--- config.mk ---
export PLATFORM = sky130hd
export DESIGN_NAME = otter_clk_en_gen
export DESIGN_NICKNAME = d
export VERILOG_FILES = /design/src/rtl/otter_clk_en_gen.sv
export SDC_FILE = /design/constraint.sdc
export NUM_CORES = 1
export LEC_CHECK = 0
export CAP_MARGIN = 10
export CORE_ASPECT_RATIO = 1.5
export CORE_MARGIN = 2
export CORE_UTILIZATION = 55
export DETAILED_ROUTE_END_ITERATION = 12
export PLACE_DENSITY = 0.89
export SYNTH_ARGS = -nofsm -noshare
export SYNTH_HDL_FRONTEND = slang
export SYNTH_SLANG_ARGS = --single-unit
--- constraint.sdc ---
create_clock -name CLK -period 4.3 [get_ports CLK]
set_clock_uncertainty 0.05 [all_clocks]
set_input_delay 0.43 -clock CLK [delete_from_list [all_inputs] [get_ports CLK]]
set_output_delay 0.43 -clock CLK [all_outputs]
set_load 0.01 [all_outputs]
--- src/rtl/otter_clk_en_gen.sv ---
// Clock-enable and reset-release generator for the OTTER pipeline.
// A run-control FSM gates a master tick; each channel divides that tick into a
// one-cycle CE strobe. RST_OUT is held for RST_HOLD cycles after RST releases.
module otter_clk_en_gen #(
  parameter int unsigned NUM_CH   = 4,
  parameter int unsigned DIV_W    = 16,
  parameter int unsigned CNT_W    = 32,
  parameter int unsigned BURST_W  = 16,
  parameter int unsigned RST_HOLD = 8
) (
  input  logic                    CLK,
  input  logic                    RST,
  input  logic [1:0]              RUN_MODE,
  input  logic                    STEP,
  input  logic [BURST_W-1:0]      BURST_LEN,
  input  logic [NUM_CH*DIV_W-1:0] DIV,
  output logic [NUM_CH-1:0]       CE,
  output logic                    RST_OUT,
  output logic                    BUSY,
  output logic [CNT_W-1:0]        TICK_CNT
);

  localparam int unsigned HoldW = $clog2(RST_HOLD + 1);

  typedef enum logic [2:0] {StReset, StHalt, StRun, StStep, StBurst} state_e;

  state_e             state_q, state_d;
  logic [HoldW-1:0]   hold_q;
  logic [BURST_W-1:0] remain_q, remain_d;
  logic               step_q;
  logic               trigger;
  logic               tick;
  logic [CNT_W-1:0]   tick_cnt_q;
  logic [DIV_W-1:0]   cnt_q [NUM_CH];

  // Only a rising STEP edge counts; a held-high STEP yields one trigger.
  assign trigger = STEP & ~step_q;

  // State, hold counter, burst counter and STEP edge register.
  always_ff @(posedge CLK or posedge RST) begin
    if (RST) begin
      state_q  <= StReset;
      hold_q   <= '0;
      remain_q <= '0;
      step_q   <= 1'b0;
    end else begin
      state_q  <= state_d;
      remain_q <= remain_d;
      step_q   <= STEP;
      if (state_q == StReset && hold_q != HoldW'(RST_HOLD)) begin
        hold_q <= hold_q + HoldW'(1);
      end
    end
  end

  // Next-state: run-control decode. Triggers outside halt are simply dropped.
  always_comb begin
    state_d  = state_q;
    remain_d = remain_q;
    unique case (state_q)
      StReset: begin
        if (hold_q == HoldW'(RST_HOLD)) state_d = StHalt;
      end
      StHalt: begin
        case (RUN_MODE)
          2'b01: state_d = StRun;
          2'b10: if (trigger) state_d = StStep;
          2'b11: begin
            if (trigger && BURST_LEN != '0) begin
              state_d  = StBurst;
              remain_d = BURST_LEN;
            end
          end
          default: state_d = StHalt;
        endcase
      end
      StRun: begin
        if (RUN_MODE != 2'b01) state_d = StHalt;
      end
      StStep: state_d = StHalt;
      StBurst: begin
        // Burst ignores RUN_MODE; only RST can cut it short.
        if (remain_q == BURST_W'(1)) state_d = StHalt;
        else remain_d = remain_q - BURST_W'(1);
      end
      default: state_d = StReset;
    endcase
  end

  // Outputs decoded from registered state so they only move after CLK or RST.
  always_comb begin
    tick    = (state_q == StRun) || (state_q == StStep) || (state_q == StBurst);
    BUSY    = (state_q == StStep) || (state_q == StBurst);
    RST_OUT = (state_q == StReset);
  end

  // Per-channel CE: a ratio of 0 behaves as 1; a shrunk ratio fires at once.
  always_comb begin
    CE = '0;
    for (int i = 0; i < NUM_CH; i++) begin
      if (DIV[i*DIV_W +: DIV_W] == '0) begin
        CE[i] = tick;
      end else begin
        CE[i] = tick & (cnt_q[i] >= (DIV[i*DIV_W +: DIV_W] - DIV_W'(1)));
      end
    end
  end

  // Channel counters advance only on master ticks.
  always_ff @(posedge CLK or posedge RST) begin
    if (RST) begin
      for (int i = 0; i < NUM_CH; i++) cnt_q[i] <= '0;
    end else if (tick) begin
      for (int i = 0; i < NUM_CH; i++) begin
        cnt_q[i] <= CE[i] ? '0 : cnt_q[i] + DIV_W'(1);
      end
    end
  end

  // Master-tick counter, wraps naturally.
  always_ff @(posedge CLK or posedge RST) begin
    if (RST) tick_cnt_q <= '0;
    else if (tick) tick_cnt_q <= tick_cnt_q + CNT_W'(1);
  end

  assign TICK_CNT = tick_cnt_q;

endmodule

==> qor.log <==
qor: status.run_status finished, final reports clean
qor: yosys.ys_dominant_reg_cell sky130_fd_sc_hd__dfrtp_1
qor: worst_setup_path.timing.critical_path.arrival 3.67 ns
qor: worst_setup_path.crit_family simple AND/OR/NAND/NOR gates
qor: yosys.yosys-top-cells-area sky130_fd_sc_hd__dfrtp_1 (36%), sky130_fd_sc_hd__ha_1 (12%), sky130_fd_sc_hd__xnor2_1 (9.4%), sky130_fd_sc_hd__xor2_1 (5.2%), sky130_fd_sc_hd__nor2_1 (4.9%)
qor: placed_design.gp_weighted_congestion 0.891
qor: worst_setup_path.max_stage_delay 0.54 ns
qor: clock_tree.hold_fix_buffer_count_after_cts 0
qor: worst_setup_path.crit_chain clkdlybuf4s50_1, or4_1, or2_2, nor4_2, xnor2_1, ha_1, a21o_1, a21o_1, a21oi_1, o211a_1, a21oi_2, clkdlybuf4s50_1
qor: yosys.post-synth-top-area-fraction 35.9%
qor: worst_setup_path.timing.critical_path.buf_inv 2
qor: grt.first_pass_grt_wire_length 35.0 mm
qor: grt.number_of_antenna_violations_at_the_first_check_in_global_routing 0
qor: worst_setup_path.criticalPathCategory in -> out
qor: sta.max_freq 241 MHz
qor: worst_setup_path.cp-end-kind primary output
qor: sta.finalCritPeriodShare 96.5%
qor: placed_design.post_dp_hpwl 15.1 mm
qor: sta.final_period_minus_worst_setup_slack 4.15 ns
qor: layout.syn2layout_area_growth 28.9%
qor: route.drc 0
qor: layout.total_inserted_antenna_cells 0
qor: route.routed_wire_length_per_instance 16.0 microns
qor: die.dieWidth 105 microns
qor: yosys.yosys.cell_types.count 66
qor: die.floorplan.rows 55
qor: die.die_height 155 microns
qor: worst_setup_path.critPathSlowestCell sky130_fd_sc_hd__or4_1
qor: route.post_dr_vias_cell 5.80
qor: placed_design.port_buffers 122
qor: grt.globalRouteOverflowTotal 0
qor: clock_tree.clock_sink_count 120
qor: sta.max_slew_margin 48.9%
qor: yosys.synth_most_common_cell sky130_fd_sc_hd__dfrtp_1
qor: grt.groute.usage.overall 26.1%
qor: placed_design.postPlaceCellArea 0.0101 sq mm
qor: layout.finish.utilization 71.9%
qor: worst_setup_path.crit_path_max_fanout 3
qor: die.floorplan.core_area 0.0150 sq mm
qor: sta.grt_setup_unrepaired true
qor: yosys.syn-instance-count 926
qor: yosys.number_of_flops_mapped_to_enable_cells_by_yosys 0
qor: die.design.die.area 0.0162 sq mm
qor: route.ant_nets 0
qor: yosys.synth.cell_area 0.00837 sq mm
qor: layout.design_area_final 0.0108 sq mm
qor: route.first_iter_violations 337
qor: sta.final_hold_viol_count 0
qor: yosys.library_cell_with_the_largest_summed_area_after_synthesis sky130_fd_sc_hd__dfrtp_1
qor: yosys.postSynthRegisterBits 120
qor: clock_tree.clock_pin_slew_on_the_worst_setup_and_hold_paths 0.06 ns
qor: placed_design.place.detailed.instances 1,279
qor: yosys.netlist_top_cells_count sky130_fd_sc_hd__dfrtp_1 (120), sky130_fd_sc_hd__nor2_1 (110), sky130_fd_sc_hd__xnor2_1 (90)
qor: sta.tightest_slew 0.767 ns
qor: clock_tree.clock_tree.htree_level_count 4
qor: pwr.total_power_divided_by_cell_area 423 mW/mm^2
qor: sta.setup_viol 0
qor: layout.final_net_count 1,269
qor: clock_tree.cts_root_buffer_type sky130_fd_sc_hd__clkbuf_16
qor: run.cap_viol_max_count 0
qor: grt.via_count_of_the_first_global_routing_pass 7,750
qor: grt.grt_max_degree 61
qor: pwr.peakVddDrop 0.327 mV
qor: yosys.synth_warnings 0
qor: pwr.leakage_power_summed_over_all_cells 4.69 nW
qor: yosys.synth_sequential_area_ratio 35.9%
qor: route.routed-via-count 7,617
qor: clock_tree.clock_tree_from_tritoncts done
qor: layout.final_cell_count_no_fill 1,314
qor: clock_tree.source_to_sink_clock_delay_at_the_later_pin_of_the_worst_skew_pair 0.41 ns
qor: yosys.postSynthNetCount 1,093
qor: yosys.postSynthAreaPerCell 9.03 sq um
qor: clock_tree.number_of_buffers_added_by_the_clock_tree_synthesis_step 17
qor: die.boundaryPins 123
qor: clock_tree.cts.path.max_buffers 2
qor: yosys.synth_async_sr_flop_share 100%
qor: die.initial_core_util 55.8%
qor: layout.drive_above_1_share 10.9%
qor: route.detail_route.wirelength 21.1 mm
qor: worst_setup_path.startpoint_type primary input
qor: route.drt_pass1_iterations 5
qor: sta.maxSlewViolCount 0
qor: worst_hold_path.holdCritPathClass in -> reg
qor: worst_setup_path.critical_path_required 3.82 ns
state kept, by name (all words and copies together), names as in the netlist:
name / flops
state_q: 3
remain_q: 16
step_q: 1
hold_q: 4
TICK_CNT: 32
cnt_q: 64
through the flow:
| stage | worst slack (ns) | power [mW] | setup TNS (ns) | hold slack, ns |
|---|---|---|---|---|
| floorplan | 0.634 | 2.68 | 0 | 0.395 |
| global placement | -0.102 | 3.15 | -0.114 | 0.412 |
| detailed placement | -0.254 | 3.24 | -0.392 | 0.432 |
| CTS | 0.000159 | 4.56 | 0 | 0.422 |
| global route | -0.00656 | 4.87 | -0.00656 | 0.437 |
| finish | 0.150 | 4.56 | 0 | 0.431 |
worst paths after layout:
| kind | start | endpoint | slack (ns) | depth (start not counted) |
|---|---|---|---|---|
| worst min-delay path | STEP | step_q | 0.43 | 1 |
| min in group asynchronous | RST | TICK_CNT[19] | 0.45 | 2 |
| worst max register to register | state_q[1] | TICK_CNT[17] | 1.25 | 6 |
| worst max-delay path | DIV[39] | CE[2] | 0.15 | 12 |
| worst min register to register | TICK_CNT[31] | TICK_CNT[31] | 0.44 | 1 |
| max in group asynchronous | RST | cnt_q[60] | 2.85 | 3 |
cells by family (layout without fill, tap and decap cells):
family | Yosys count | after routing | synth area share (%)
AO/OA/AOI/OAI | 134 | 134 | 10.4
XOR/XNOR | 140 | 140 | 14.7
adder cells (fa/ha/maj) | 82 | 82 | 12.3
buffers and inverters | 49 | 238 | 2.38
flip-flops | 120 | 120 | 35.9
AND/OR/NAND/NOR | 401 | 401 | 24.4
where the power goes:
group          internal [mW]  leakage [nW]  total [mW]  switching, mW
Sequential              1.42          1.59        1.77          0.355
Clock                  0.734         0.247        1.28          0.550
Combinational          0.696          2.86        1.50          0.804
cell usage in the layout, fill, tap and decap left out, types with 4 or more instances in the layout:
cell,count
sky130_fd_sc_hd__a211oi_1,5
sky130_fd_sc_hd__a21o_1,5
sky130_fd_sc_hd__a21oi_1,29
sky130_fd_sc_hd__a22oi_1,6
sky130_fd_sc_hd__and2_1,4
sky130_fd_sc_hd__and3_1,16
sky130_fd_sc_hd__and4_1,8
sky130_fd_sc_hd__buf_4,50
sky130_fd_sc_hd__clkbuf_16,17
sky130_fd_sc_hd__clkdlybuf4s50_1,119
sky130_fd_sc_hd__clkinv_2,5
sky130_fd_sc_hd__clkinvlp_4,6
sky130_fd_sc_hd__dfrtp_1,120
sky130_fd_sc_hd__ha_1,81
sky130_fd_sc_hd__inv_1,32
sky130_fd_sc_hd__nand2_1,83
sky130_fd_sc_hd__nand2b_1,8
sky130_fd_sc_hd__nand3_1,37
sky130_fd_sc_hd__nand4_1,36
sky130_fd_sc_hd__nor2_1,109
sky130_fd_sc_hd__nor2b_1,13
sky130_fd_sc_hd__nor3_1,19
sky130_fd_sc_hd__nor3_2,5
sky130_fd_sc_hd__nor3b_1,4
sky130_fd_sc_hd__nor4_1,20
sky130_fd_sc_hd__nor4_2,4
sky130_fd_sc_hd__o2111ai_1,4
sky130_fd_sc_hd__o21ai_0,41
sky130_fd_sc_hd__o22ai_1,4
sky130_fd_sc_hd__o2bb2ai_1,5
sky130_fd_sc_hd__or3_1,5
sky130_fd_sc_hd__or4_1,4
sky130_fd_sc_hd__xnor2_1,90
sky130_fd_sc_hd__xor2_1,49
per-layer routing:
layer | track usage [%] | up-vias | routed length (microns)
met3 | 4.44 | 43 | 700
li1 | - | 3666 | -
met4 | 9.52 | 0 | 483
met2 | 50.3 | 190 | 11800
met1 | 28.3 | 3718 | 8050
met5 | 0 | - | 0
final cells by class:
type                       count  area (sq um)
clock buffer                  17           425
clock inverter                15           105
fill                        1128          4220
inverter                      34           130
multi-input combinational    757          5270
sequential                   120          3000
tap                          199           249
timing repair buffer         172          1590
worst reg2reg max path, cell delays in order (launching register included):
cell	delay, ns
sky130_fd_sc_hd__dfrtp_1	0.46
sky130_fd_sc_hd__or3b_2	0.80
sky130_fd_sc_hd__nand2_2	0.48
sky130_fd_sc_hd__nand4_1	0.22
sky130_fd_sc_hd__nor2_1	0.54
sky130_fd_sc_hd__nand4_1	0.21
sky130_fd_sc_hd__xnor2_1	0.17
timing repair:
item,4_1_cts,5_1_grt
setup endpoints to repair,3,4
pin swaps,1,8
buffers inserted,1,2
resized for setup,9,20
Power figures use the tool's default switching activity.
